==> src/rtl/hazard_fwd_scoreboard.sv <==
// hazard_fwd_scoreboard
//   Hazard and forwarding controller for the 5-stage pipeline. It keeps one
//   write record each for the E, M and W stages, together with a Tnew
//   countdown, and it runs the multi-cycle MDU busy counter. From these it
//   produces the global stall and the forward-mux selects for the D-stage
//   and E-stage read ports.
// Ports
//   clk, reset_n          rising-edge clock, asynchronous active-low reset
//   d_waddr/d_wsrc/d_tnew destination, result source and Tnew of the D instr
//   d_raddr/d_tuse        per-port read address and Tuse (Tuse 3 = port unused)
//   d_md_use              D instr touches HI/LO or the MDU
//   e_md_start/e_md_div   E instr starts the MDU (div when e_md_div=1)
//   stall                 hold PC and D, bubble into E
//   fwd_d_sel/fwd_e_sel   3-bit forward select per port (0 GRF/pipe reg,
//                         1 M_ALU, 2 M_PC, 3 W_ALU, 4 W_DM, 5 W_PC)
//   md_busy               MDU counter nonzero

// Per-read-port hazard and select logic for one lane.
module hfs_port #(
    parameter int REG_AW = 5
) (
    input  logic [REG_AW-1:0] d_raddr,
    input  logic [1:0]        d_tuse,
    input  logic [REG_AW-1:0] e_raddr,
    input  logic              e_valid,
    input  logic [REG_AW-1:0] e_waddr,
    input  logic [1:0]        e_tnew,
    input  logic              m_valid,
    input  logic [REG_AW-1:0] m_waddr,
    input  logic [1:0]        m_wsrc,
    input  logic [1:0]        m_tnew,
    input  logic              w_valid,
    input  logic [REG_AW-1:0] w_waddr,
    input  logic [1:0]        w_wsrc,
    output logic              stall_req,
    output logic [2:0]        d_sel,
    output logic [2:0]        e_sel
);
    logic       e_hit_d, m_hit_d, w_hit_d, m_hit_e, w_hit_e;
    logic [1:0] e_tnew_eff;
    logic [2:0] m_sel, w_sel;

    // Records are valid only for nonzero destinations, so a hit never
    // happens on register 0.
    assign e_hit_d = e_valid && (e_waddr == d_raddr) && (d_raddr != '0);
    assign m_hit_d = m_valid && (m_waddr == d_raddr) && (d_raddr != '0);
    assign w_hit_d = w_valid && (w_waddr == d_raddr) && (d_raddr != '0);
    assign m_hit_e = m_valid && (m_waddr == e_raddr) && (e_raddr != '0);
    assign w_hit_e = w_valid && (w_waddr == e_raddr) && (e_raddr != '0);

    // E never forwards: even a Tnew=0 (PC) result must wait one cycle.
    assign e_tnew_eff = (e_tnew == 2'd0) ? 2'd1 : e_tnew;

    assign m_sel = (m_wsrc == 2'd2) ? 3'd2 : 3'd1;
    assign w_sel = (w_wsrc == 2'd1) ? 3'd4 : (w_wsrc == 2'd2) ? 3'd5 : 3'd3;

    assign stall_req = (d_tuse != 2'd3) &&
                       ((e_hit_d && (e_tnew_eff > d_tuse)) ||
                        (m_hit_d && (m_tnew > d_tuse)));

    always_comb begin
        d_sel = 3'd0;
        if (m_hit_d && (m_tnew == 2'd0)) d_sel = m_sel;
        else if (w_hit_d)                d_sel = w_sel;
    end

    // An M hit that is not ready yet cannot reach E (it stalled in D);
    // select the pipe register rather than an older W value.
    always_comb begin
        e_sel = 3'd0;
        if (m_hit_e)      e_sel = (m_tnew == 2'd0) ? m_sel : 3'd0;
        else if (w_hit_e) e_sel = w_sel;
    end
endmodule

module hazard_fwd_scoreboard #(
    parameter int NUM_RD   = 2,
    parameter int REG_AW   = 5,
    parameter int MULT_CYC = 5,
    parameter int DIV_CYC  = 10
) (
    input  logic                     clk,
    input  logic                     reset_n,
    input  logic [REG_AW-1:0]        d_waddr,
    input  logic [1:0]               d_wsrc,
    input  logic [1:0]               d_tnew,
    input  logic [NUM_RD*REG_AW-1:0] d_raddr,
    input  logic [NUM_RD*2-1:0]      d_tuse,
    input  logic                     d_md_use,
    input  logic                     e_md_start,
    input  logic                     e_md_div,
    output logic                     stall,
    output logic [NUM_RD*3-1:0]      fwd_d_sel,
    output logic [NUM_RD*3-1:0]      fwd_e_sel,
    output logic                     md_busy
);
    localparam int MAXC = (DIV_CYC > MULT_CYC) ? DIV_CYC : MULT_CYC;
    localparam int CW   = $clog2(MAXC + 1);

    typedef struct packed {
        logic              valid;
        logic [REG_AW-1:0] waddr;
        logic [1:0]        wsrc;
        logic [1:0]        tnew;
    } rec_t;

    // W treats Tnew as 0, so it carries no countdown.
    typedef struct packed {
        logic              valid;
        logic [REG_AW-1:0] waddr;
        logic [1:0]        wsrc;
    } wrec_t;

    rec_t                          e_rec, m_rec;
    wrec_t                         w_rec;
    logic [NUM_RD-1:0][REG_AW-1:0] e_raddr;
    logic [CW-1:0]                 md_cnt;
    logic [NUM_RD-1:0]             port_stall;

    assign md_busy = (md_cnt != '0);
    assign stall   = (|port_stall) || (d_md_use && (md_busy || e_md_start));

    genvar p;
    generate
        for (p = 0; p < NUM_RD; p++) begin : g_port
            hfs_port #(.REG_AW(REG_AW)) u_port (
                .d_raddr   (d_raddr[p*REG_AW +: REG_AW]),
                .d_tuse    (d_tuse[p*2 +: 2]),
                .e_raddr   (e_raddr[p]),
                .e_valid   (e_rec.valid),
                .e_waddr   (e_rec.waddr),
                .e_tnew    (e_rec.tnew),
                .m_valid   (m_rec.valid),
                .m_waddr   (m_rec.waddr),
                .m_wsrc    (m_rec.wsrc),
                .m_tnew    (m_rec.tnew),
                .w_valid   (w_rec.valid),
                .w_waddr   (w_rec.waddr),
                .w_wsrc    (w_rec.wsrc),
                .stall_req (port_stall[p]),
                .d_sel     (fwd_d_sel[p*3 +: 3]),
                .e_sel     (fwd_e_sel[p*3 +: 3])
            );
        end
    endgenerate

    // Records always advance; stall only turns the D->E move into a bubble.
    always_ff @(posedge clk or negedge reset_n) begin
        if (!reset_n) begin
            e_rec   <= '0;
            m_rec   <= '0;
            w_rec   <= '0;
            e_raddr <= '0;
        end else begin
            w_rec <= '{valid: m_rec.valid, waddr: m_rec.waddr, wsrc: m_rec.wsrc};
            m_rec <= '{valid: e_rec.valid, waddr: e_rec.waddr, wsrc: e_rec.wsrc,
                       tnew: (e_rec.tnew == 2'd0) ? 2'd0 : e_rec.tnew - 2'd1};
            if (stall) begin
                e_rec   <= '0;
                e_raddr <= '0;
            end else begin
                e_rec.valid <= (d_waddr != '0);
                e_rec.waddr <= d_waddr;
                e_rec.wsrc  <= (d_wsrc == 2'd3) ? 2'd0 : d_wsrc; // illegal -> ALU
                e_rec.tnew  <= d_tnew;
                e_raddr     <= d_raddr;
            end
        end
    end

    // A start while busy is not legal, so it is simply not honoured.
    always_ff @(posedge clk or negedge reset_n) begin
        if (!reset_n)                   md_cnt <= '0;
        else if (e_md_start && !md_busy) md_cnt <= e_md_div ? CW'(DIV_CYC) : CW'(MULT_CYC);
        else if (md_busy)               md_cnt <= md_cnt - 1'b1;
    end
endmodule

==> config.mk <==
export PLATFORM = sky130hd
export DESIGN_NAME = hazard_fwd_scoreboard
export DESIGN_NICKNAME = d
export VERILOG_FILES = /design/src/rtl/hazard_fwd_scoreboard.sv
export SDC_FILE = /design/constraint.sdc
export NUM_CORES = 1
export LEC_CHECK = 0
export BUFFER_PORTS_ARGS = -buffer_cell sky130_fd_sc_hd__buf_4
export CORE_UTILIZATION = 45
export CTS_BUF_LIST = sky130_fd_sc_hd__clkbuf_4 sky130_fd_sc_hd__clkbuf_8
export CTS_CLUSTER_DIAMETER = 200
export DETAILED_ROUTE_END_ITERATION = 8
export GPL_ROUTABILITY_DRIVEN = 0
export GPL_TIMING_DRIVEN = 1
export HOLD_SLACK_MARGIN = 0.12
export PLACE_DENSITY_LB_ADDON = 0.25
export SETUP_SLACK_MARGIN = 0.1
export SYNTH_ARGS = -nofsm -noshare
export SYNTH_HDL_FRONTEND = slang
export SYNTH_SLANG_ARGS = --single-unit
==> constraint.sdc <==
create_clock -name clk -period 2 [get_ports clk]
set_clock_uncertainty 0.15 [all_clocks]
set_input_delay 0.2 -clock clk [delete_from_list [all_inputs] [get_ports clk]]
set_output_delay 0.2 -clock clk [all_outputs]
set_load 0.03 [all_outputs]
# Yosys cells after proc, flatten, opt, wreduce, memory -nomap -nowiden
# Cells that the tools add are included.
classes:
  addsub: 2
  n_mul: 0
  div_mod_pow: 0
  n_lt_le_gt_ge: 4
  eq_ne: 16
  n_shift: 0
  mux: 20
  bitwise: 0
  reduce_logical: 45
op_table:
  columns: ["op", "count"]
  rows:
  - ["$eq A5 B5 Y1", 10]
  - ["$mux W3", 11]
  - ["$logic_and A1 B1 Y1", 30]
  - ["$reduce_bool A5 Y1", 5]
  - ["$mux W10", 2]
  - ["$mux W4", 3]
  - ["$gt A2 B2 Y1", 4]
  - ["$mux W2", 4]
  - ["$eq A2 B2 Y1 const B", 3]
  - ["$logic_not A2 Y1", 2]
  - ["$logic_or A1 B1 Y1", 4]
  - ["$ne A2 B2 Y1 const B", 2]
  - ["$reduce_bool A4 Y1", 1]
  - ["$sub A4 B1 Y4 const B", 1]
  - ["$eq A2 B1 Y1 const B", 1]
  - ["$reduce_bool A2 Y1", 1]
  - ["$reduce_or A2 Y1", 1]
  - ["$sub A2 B1 Y2 const B", 1]
  - ["$logic_not A1 Y1", 1]
totals:
  register_bits: 42
  latchBits: 0
  mem_bits_rw: 0
  rom_bits: 0
  in_bits: 28
  out_inout_bits: 14
  word_cells: 101
  n_memories: 0

# Logic depth before layout (Yosys ltp)
# Gate-level depths: netlist of the first run.
logic_depth:
  word_depth: 9
  depth_mapped: 9
  mapped_depth_nobuf: 7

# Modules after synthesis
# From an unflattened synthesis of the first run, not the netlist that was laid out.
unflattened:
  hier_cells: 250
  hier_area_um2: 2578.7
by_module_without_submodules:
  columns: ["mod", "n_inst", "cells_each", "area_per_inst_um2", "seq_area_each_um2"]
  rows:
  - ["hazard_fwd_scoreboard", 1, 90, 1382.6, 1051.0]
  - ["hfs_port", 2, 80, 598.1, 0.0]

# Least setup slack after synthesis of the first run
# No wires, ideal clock.
synth_path:
  kind: "reg2out"
  start: "reg m_rec[1] (netlist name)"
  end: "out stall"
  arrival_ns: 1.913
  required_time_ns: 1.650
  path_slack_ns: -0.263
  path_stages_with_launch: 8
  path_buffers: 1
  cell_sequence: "dfrtp_1 ha_1 a22oi_1 o211ai_1 or4b_1 buf_4 nand2_2 or2_1"
synth_between:
  elab_chain_len: 6
  elab_cells_between_ends: 10
  classes_between: "2 x order compare; 8 x reduce/logical"
synth_rtl:
  columns: ["element", "line", "rtl"]
  rows:
  - ["from (decl)", "114", "rec_t e_rec, m_rec;"]
  - ["from (signal assigned)", "156", "m_rec <= '{valid: e_rec.valid, waddr: e_rec.waddr, wsrc: e_rec.wsrc,"]
  - ["$gt A2 B2 Y1", "59", "(m_hit_d && (m_tnew > d_tuse)));"]
  - ["$logic_and A1 B1 Y1", "59", null]
  - ["$logic_or A1 B1 Y1", "58", "((e_hit_d && (e_tnew_eff > d_tuse)) ||"]
  - ["$logic_and A1 B1 Y1", "57", "assign stall_req = (d_tuse != 2'd3) &&"]
  - ["$reduce_or A2 Y1 *", "121", "assign stall = (|port_stall) || (d_md_use && (md_busy || e_md_start));"]
  - ["$logic_or A1 B1 Y1 *", "121", null]
  - ["to (decl)", "92", "output logic stall,"]
# Mark *: on every way between the ends. The rest lies on a longest branch, timed or not.

# Final worst setup path of the first run
layout_path:
  start: "reg e_raddr[2] (netlist name)"
  end: "out fwd_e_sel[0]"
layout_between:
  elab_chain_len: 5
  elab_cells_between_ends: 9
  classes_between: "2 x eq/ne; 2 x mux; 5 x reduce/logical"
layout_rtl:
  columns: ["element", "line", "rtl"]
  rows:
  - ["from (decl)", "116", "logic [NUM_RD-1:0][REG_AW-1:0] e_raddr;"]
  - ["from (signal assigned)", "166", "e_raddr <= d_raddr;"]
  - ["$eq A5 B5 Y1", "49", "assign w_hit_e = w_valid && (w_waddr == e_raddr) && (e_raddr != '0);"]
  - ["$logic_and A1 B1 Y1 (2 in a row)", "49", null]
  - ["$mux W3", "72", "else if (w_hit_e) e_sel = w_sel;"]
  - ["$mux W3 *", "71", "if (m_hit_e) e_sel = (m_tnew == 2'd0) ? m_sel : 3'd0;"]
  - ["to (decl)", "94", "output logic [NUM_RD*3-1:0] fwd_e_sel,"]
# Marks and branches as above.

==> run metrics, run 1 <==
status complete, but fails checks; failing checks negative setup slack; clk_lat worst skew 300 ps; Worst Path Required 1650 ps; fin cells 438; fin crit share 1.262; WP data arrival 2170 ps; # IOs 42; initial core utilization 0.4764; CP bufs+invs 2; cell area after synthesis 0.002480 sq mm; worst r2r dst e_rec[9]; crit path from e_raddr[2]; YS warnings 0; Place WS -313.5 ps; pin count of the biggest net entering global routing 43; post-route design area 0.004292 sq mm; CP Max Fanout 3; total gr overflow 0; synthesized instance count 254; Max-slew headroom 0.6464; number of global-route vias before repair 2515; Slowest-stage cell, CP or4_4; Tot Pwr 2.902 mW; fraction of registers with async set or reset after synthesis 1.000; Row Count 26; Synth Area in Compound Gates 0.07518; Tmin final 2524 ps; Root Buffer Master clkbuf_8; Post-Place Cell Area 0.003363 sq mm; post-synth net total 293; Max rail drop VDD 810.4 uV; GRT Total Usage 0.2691; # diodes 0; PwrDens 676.1 mW/mm^2; Final Net Count 406; Die X 76.24 um; post-synthesis xor/xnor area fraction 0.1801; Primary FF master, synth dfrtp_1; Leak 1.891 nW; CTS Buf Count 5; Setup Viol. Count Final 33; #FFs+latches synth 42; commonest non-fill, non-tap cells in the layout buf_4, dfrtp_1, buf_6; average size of a mapped cell 9.763 sq um; reg2reg setup slack -300 ps; Hold Vio Cnt, Final 0; CORE AREA 0.005205 sq mm; CP Depth 6; drt first pass iters 4; Worst Reg-to-Reg Cells 10; RSZ-0062 raised after global routing yes; cell family with most CP delay simple AND/OR/NAND/NOR gates; Placed Cells 401; hold crit path type input port to flop; Residual DRC 0; CP Class flop to output pin; startpoint types flop; post-synthesis mux area share 0.008577; register area share after synthesis 0.4238; setup_tns -10320 ps; combinational family with the most area after synthesis simple AND/OR/NAND/NOR gates; Via density 5.477; Fmax 0.3962 GHz; layout cells sized above 1 0.5245; TritonCTS clock tree done; IO Port Bufs 41; global-route wire length before repair 11.93 mm; Final WS setup -523.8 ps; initial antenna violation count 0; critical-path cell list xnor2_1 -> nand4_1 -> or4_4 -> buf_6 -> o22ai_4 -> buf_6; clock buffer depth 2; post-synthesis adder-cell area fraction 0.05550; clock transition at the registers of the reported paths 90 ps; post-synthesis simple-gate area fraction 0.2164; Critical Path Max Stage Delay 500 ps; maxcap violations 0; CTS H-tree depth 2; Chip Height 76.24 um; Cell variety after synth 42; Slew @ Worst Pin 530.4 ps; Area Growth Syn to Fin 73.06%; R2R Path Start e_rec[1]; initial drt markers 88; Detail Placement HPWL 4.891 mm; TritonCTS Sinks 42; most common cell after layout, fill and taps aside buf_4; CP most frequent cell buf_6; Detail Route Antenna Nets 0; Die Area 0.005812 sq mm; CP endpoint kind output pin; Wirelength per Cell 18.68 um; Critical Path Sink fwd_e_sel[0]; vias post-DR 2399; EDFF count, synth 0; WL final 8.181 mm; final max-slew violation count 0
==> per-stage QoR <==
stage	util	hold WS, ps
floorplan	-	-245.6
global placement	0.6462	63.25
detailed placement	0.6462	63.05
CTS	0.7678	134.8
global route	0.8245	200.3
finish	0.8245	201.1
==> cell families (layout without fill, tap and decap cells) <==
kind of cell,Yosys count,after routing
buf+inv,22,136
flops,42,42
mux,2,2
compound gates,26,26
fa+ha+maj,11,11
simple gates,100,100
xor+xnor,51,51
==> tightest hold or removal path: stages <==
cell and delay, ps:
buf_4 140, buf_4 140, nand3_1 100, nor2_4 40
==> flip-flops by register name (all words and copies together) (netlist names) <==
name     cells
md_cnt       4
e_raddr     10
m_rec       10
w_rec        8
e_rec       10
==> what timing repair did <==
item	4_1_cts	5_1_grt
endpoints found under the setup margin	33	33
resized for setup	51	61
setup buffers	10	2
gates cloned	1	0
endpoints found under the hold margin	60	0
hold buffers	17	0
pin swaps	33	31
==> cell type report <==
| class | instances | area (sq um) |
|---|---|---|
| Fill cell | 281 | 913.4 |
| Sequential cell | 42 | 1060 |
| Inverter | 10 | 37.54 |
| Timing Repair Buffer | 118 | 1084 |
| Multi-Input combinational cell | 190 | 1909 |
| Clock buffer | 6 | 76.32 |
| Clock inverter | 2 | 37.54 |
| Tap cell | 70 | 87.58 |
==> routing by layer <==
metal	global-route usage	routed length [um]	vias to the layer above
li1	-	-	1101
met1	0.3145	3154	1177
met2	0.4775	4371	95
met3	0.04431	344	26
met4	0.1288	311	0
met5	0	0	-
==> power breakdown <==
part	switching, mW	total [mW]	internal (mW)
Sequential	0.133	1.10	0.965
Clock	0.306	0.692	0.386
Combinational	0.544	1.11	0.567
Total	0.983	2.90	1.92
==> cell usage after synthesis, types with 2 or more instances <==
| master | count | area share |
|---|---|---|
| or4_1 | 6 | 0.018 |
| xnor2_1 | 25 | 0.088 |
| nand3_1 | 17 | 0.034 |
| o31ai_1 | 3 | 0.0091 |
| inv_1 | 10 | 0.015 |
| clkbuf_1 | 6 | 0.0091 |
| o21ai_0 | 4 | 0.0081 |
| o22ai_1 | 5 | 0.013 |
| buf_2 | 2 | 0.0040 |
| ha_1 | 11 | 0.055 |
| a21oi_1 | 3 | 0.0061 |
| nand2_1 | 12 | 0.018 |
| o2111ai_1 | 2 | 0.0071 |
| a22oi_1 | 4 | 0.012 |
| nor2b_1 | 6 | 0.015 |
| nor3_1 | 6 | 0.012 |
| nand2b_1 | 3 | 0.0076 |
| nor4_1 | 5 | 0.013 |
| nand4_1 | 8 | 0.020 |
| nor2_1 | 27 | 0.041 |
| dfrtp_1 | 42 | 0.42 |
| xor2_1 | 26 | 0.092 |
| buf_4 | 2 | 0.0061 |
==> worst min-delay path by stage <==
stage                 end       start  slack (ps)  cells after the start
2_1_floorplan  e_raddr[0]     reset_n        -250                      0
3_3_place_gp    md_cnt[1]     reset_n          60                      1
3_5_place_dp    md_cnt[1]     reset_n          60                      1
4_1_cts        e_raddr[4]  d_raddr[4]         130                      4
5_1_grt        e_raddr[3]  d_raddr[3]         200                      4
6_report       e_raddr[3]  d_raddr[3]         200                      4
No activity file was read; power rests on OpenSTA's default activity.
==> run 2, diff against run 1 <==
ABC_AREA = 1   (was unset)
CORE_ASPECT_RATIO = 1.2   (was unset)
==> run 2 against run 1 <==
The flow still finishes with violations (negative setup slack); sequential power barely moved; flip-flop and latch count is the same; count of clock-buffer cells in the layout rose by 1; fmax rose by 12%; critical path type unchanged; critical endpoint is now stall; critical path depth is 5 higher; total power shrank 3.7%; sequential share of layout area up 3.6 points; clock power about the same; routed wire length shrank 15%; global-route usage shrank 2.5 points.
==> run metrics, run 2 <==
drt first pass iters 4 (unchanged); Logic pwr share 0.360 (-0.023); post-synth net total 365 (+25%); commonest non-fill, non-tap cells in the layout nand2_1, buf_4, inv_1; Max rail drop VDD 654.2 uV (-19%); Detail Placement HPWL 4.713 mm (-3.7%); Area Growth Syn to Fin 40.74%; CP Max Fanout 3 (unchanged); clock buffer depth 2 (unchanged); Detail Route Antenna Nets 0 (unchanged); critical-path cell list inv_2 -> nor2_4 -> ha_4 -> a21oi_2 -> nand2_1 -> nor2_1 -> nand3_2 -> nand2_2 -> nand2_2 -> nand3_4 -> buf_6; Setup Viol. Count Final 33 (unchanged); TritonCTS clock tree done; GRT Total Usage 0.2440 (-0.02507); global-route wire length before repair 11.39 mm (-4.5%); failing checks negative setup slack; Final WS setup -249.2 ps (+274.6 ps); #FFs+latches synth 42 (unchanged); # IOs 42 (unchanged); Slowest-stage cell, CP dfrtp_1; CORE AREA 0.005668 sq mm (+8.9%); switching part of the total power 0.3444 (+0.005478); Critical Path Max Stage Delay 410 ps (-90 ps); YS warnings 0 (unchanged); hold depth 0 (-4); CP Depth 11 (+5); cell area after synthesis 0.002654 sq mm (+7.0%); synthesized instance count 326 (+28%); register area share after synthesis 0.3960 (-0.02777); Worst Reg-to-Reg Cells 13 (+3); area leader, netlist dfrtp_1; maxcap violations 0 (unchanged); Die X 72.11 um (-5.4%); Tmin final 2249 ps (-274.6 ps); Wirelength per Cell 14.31 um (-23%); CP Class flop to output pin; CP most frequent cell nand2_2; pin count of the biggest net entering global routing 43 (unchanged); vias post-DR 2443 (+1.8%); TritonCTS Sinks 42 (unchanged); Post-Route Utilization 0.6589 (-0.1656); cell family with most CP delay simple AND/OR/NAND/NOR gates; layout cells sized above 1 0.3784 (-0.1461); Residual DRC 0 (unchanged); EDFF count, synth 0 (unchanged); IO Port Bufs 41 (unchanged); hold_sp e_rec[2]; average size of a mapped cell 8.140 sq um (-17%); WP data arrival 1900 ps (-270 ps); Tot Pwr 2.795 mW (-3.7%); Worst Path Required 1650 ps (about the same); Clk pwr share 0.247 (+0.008); Synth area leaders dfrtp_1, nand2_1, nor2_2; CTS Buf Count 5 (unchanged); Synth top cells by count nand2_1, inv_1, dfrtp_1; Max-slew headroom 0.6517 (+0.005284); Fmax 0.4446 GHz (+12%); initial core utilization 0.4682 (-0.008230); Top Registers e_raddr x10, e_rec x10, m_rec x10; Slew @ Worst Pin 522.4 ps (-7.925 ps); most frequent cell after synthesis nand2_1; Primary FF master, synth dfrtp_1; clock transition at the registers of the reported paths 80 ps (about the same); status complete, but fails checks; Die Area 0.006210 sq mm (+6.9%); clk_lat worst skew 300 ps (about the same); RSZ-0062 raised after global routing yes; WL final 6.967 mm (-15%); most common cell after layout, fill and taps aside nand2_1; number of global-route vias before repair 2554 (+1.6%); R2R Path Start e_rec[1]; initial drt markers 64 (-27%); CP endpoint kind output pin; total gr overflow 0 (unchanged); crit path from e_rec[1]; Leak 1.789 nW (-5.4%); Via density 5.016 (-8.4%); Final Net Count 445 (+9.6%); Cell variety after synth 28 (-33%); fin crit share 1.125 (-0.1373); PwrDens 748.5 mW/mm^2 (+11%); initial antenna violation count 0 (unchanged); Root Buffer Master clkbuf_8; Psw 0.9627 mW (-2.1%); Chip Height 86.13 um (+13%); share of the synthesized area in the top cell type 0.3960 (-0.02777); CP bufs+invs 2 (unchanged); internal power 1.833 mW (-4.5%); Hold Vio Cnt, Final 0 (unchanged); startpoint types flop; Reg power frac 0.392 (+0.013); hold crit path type flop to flop; fraction of registers with async set or reset after synthesis 1.000 (unchanged); # diodes 0 (unchanged); CTS H-tree depth 2 (unchanged); Row Count 30 (+15%); final max-slew violation count 0 (unchanged)
[run 2: cell types whose count changed after synthesis, sizes merged, moves of 6 or more]
cell   delta
a21oi     +8
inv      +45
xor2     -10
nand2    +42
nor4      -6
nor2b     -6
nor2     +27
o21ai     +9
xnor2    -11
or4       -6
[run 2: power groups by stage]
stage	clock, mW	combinational (mW)	sequential [mW]
3_3_place_gp	0	0.806	1.10
6_report	0.691	1.01	1.10
2_1_floorplan	0	0.581	1.07
3_5_place_dp	0	0.827	1.10
5_1_grt	0.727	1.12	1.11
4_1_cts	0.698	0.973	1.09
[run 2: stage by stage]
step | cell area (sq um) | hold WS [ps] | TNS [ps] | setup WS [ps] | instances
after floorplan | 2654 | -245.6 | 0 | 30.87 | 326
after global placement | 3097 | 64.76 | 0 | 74.85 | 451
after detailed placement | 3097 | 64.05 | 0 | 48.06 | 451
after CTS | 3659 | 202.0 | -1798 | -230.0 | 486
after global routing | 3735 | 215.5 | -5631 | -342.3 | 487
final | 3735 | 201.2 | -2541 | -249.2 | 487
[run 2: area by class of cell]
cell class / count / area, sq um
clock buffers: 7 / 83.83
multi-input cells: 223 / 1538
inverters: 57 / 214.0
well taps: 80 / 100.1
flip-flops and latches: 42 / 1059
repair buffers: 77 / 710.7
fillers: 452 / 1933
clock inverters: 1 / 30.03
[run 2: metal layers]
layer	GRT usage	vias up	wire, um
met5	0	-	0
met4	0.1337	0	306
met3	0.03408	25	175
met2	0.4571	55	3852
met1	0.2577	1173	2634
li1	-	1190	-
[run 2: worst register-to-register path, delay by kind of cell, from the launching register on]
family          cells  cell delay, ps
simple gates        8             670
buf+inv             3             490
flops               1             410
fa+ha+maj           1             230
compound gates      1             140
[run 2: worst paths after layout]
check | to | slack, ps
max | stall | -250
min | m_rec[2] | 200
max reg2reg | e_rec[2] | -170
min reg2reg | m_rec[2] | 200
max in group asynchronous | m_rec[8] | 1040
min in group asynchronous | m_rec[3] | 270
[run 2: cell families after synthesis]
kind of cell | count (synthesis) | synth area share
buffers and inverters | 61 | 0.09476
AO/OA/AOI/OAI | 37 | 0.08581
flip-flops | 42 | 0.3960
AND/OR/NAND/NOR | 145 | 0.2725
adder cells (fa/ha/maj) | 11 | 0.05186
XOR/XNOR | 30 | 0.09901
[run 2: what timing repair did]
| action | in CTS | in global routing |
|---|---|---|
| pin swaps | 24 | 23 |
| hold buffers | 23 | 0 |
| gates resized for setup | 40 | 18 |
| endpoints found under the setup margin | 33 | 33 |
| buffers inserted | 4 | 1 |
| cloned | 1 | 0 |
| endpoints found under the hold margin | 66 | 0 |
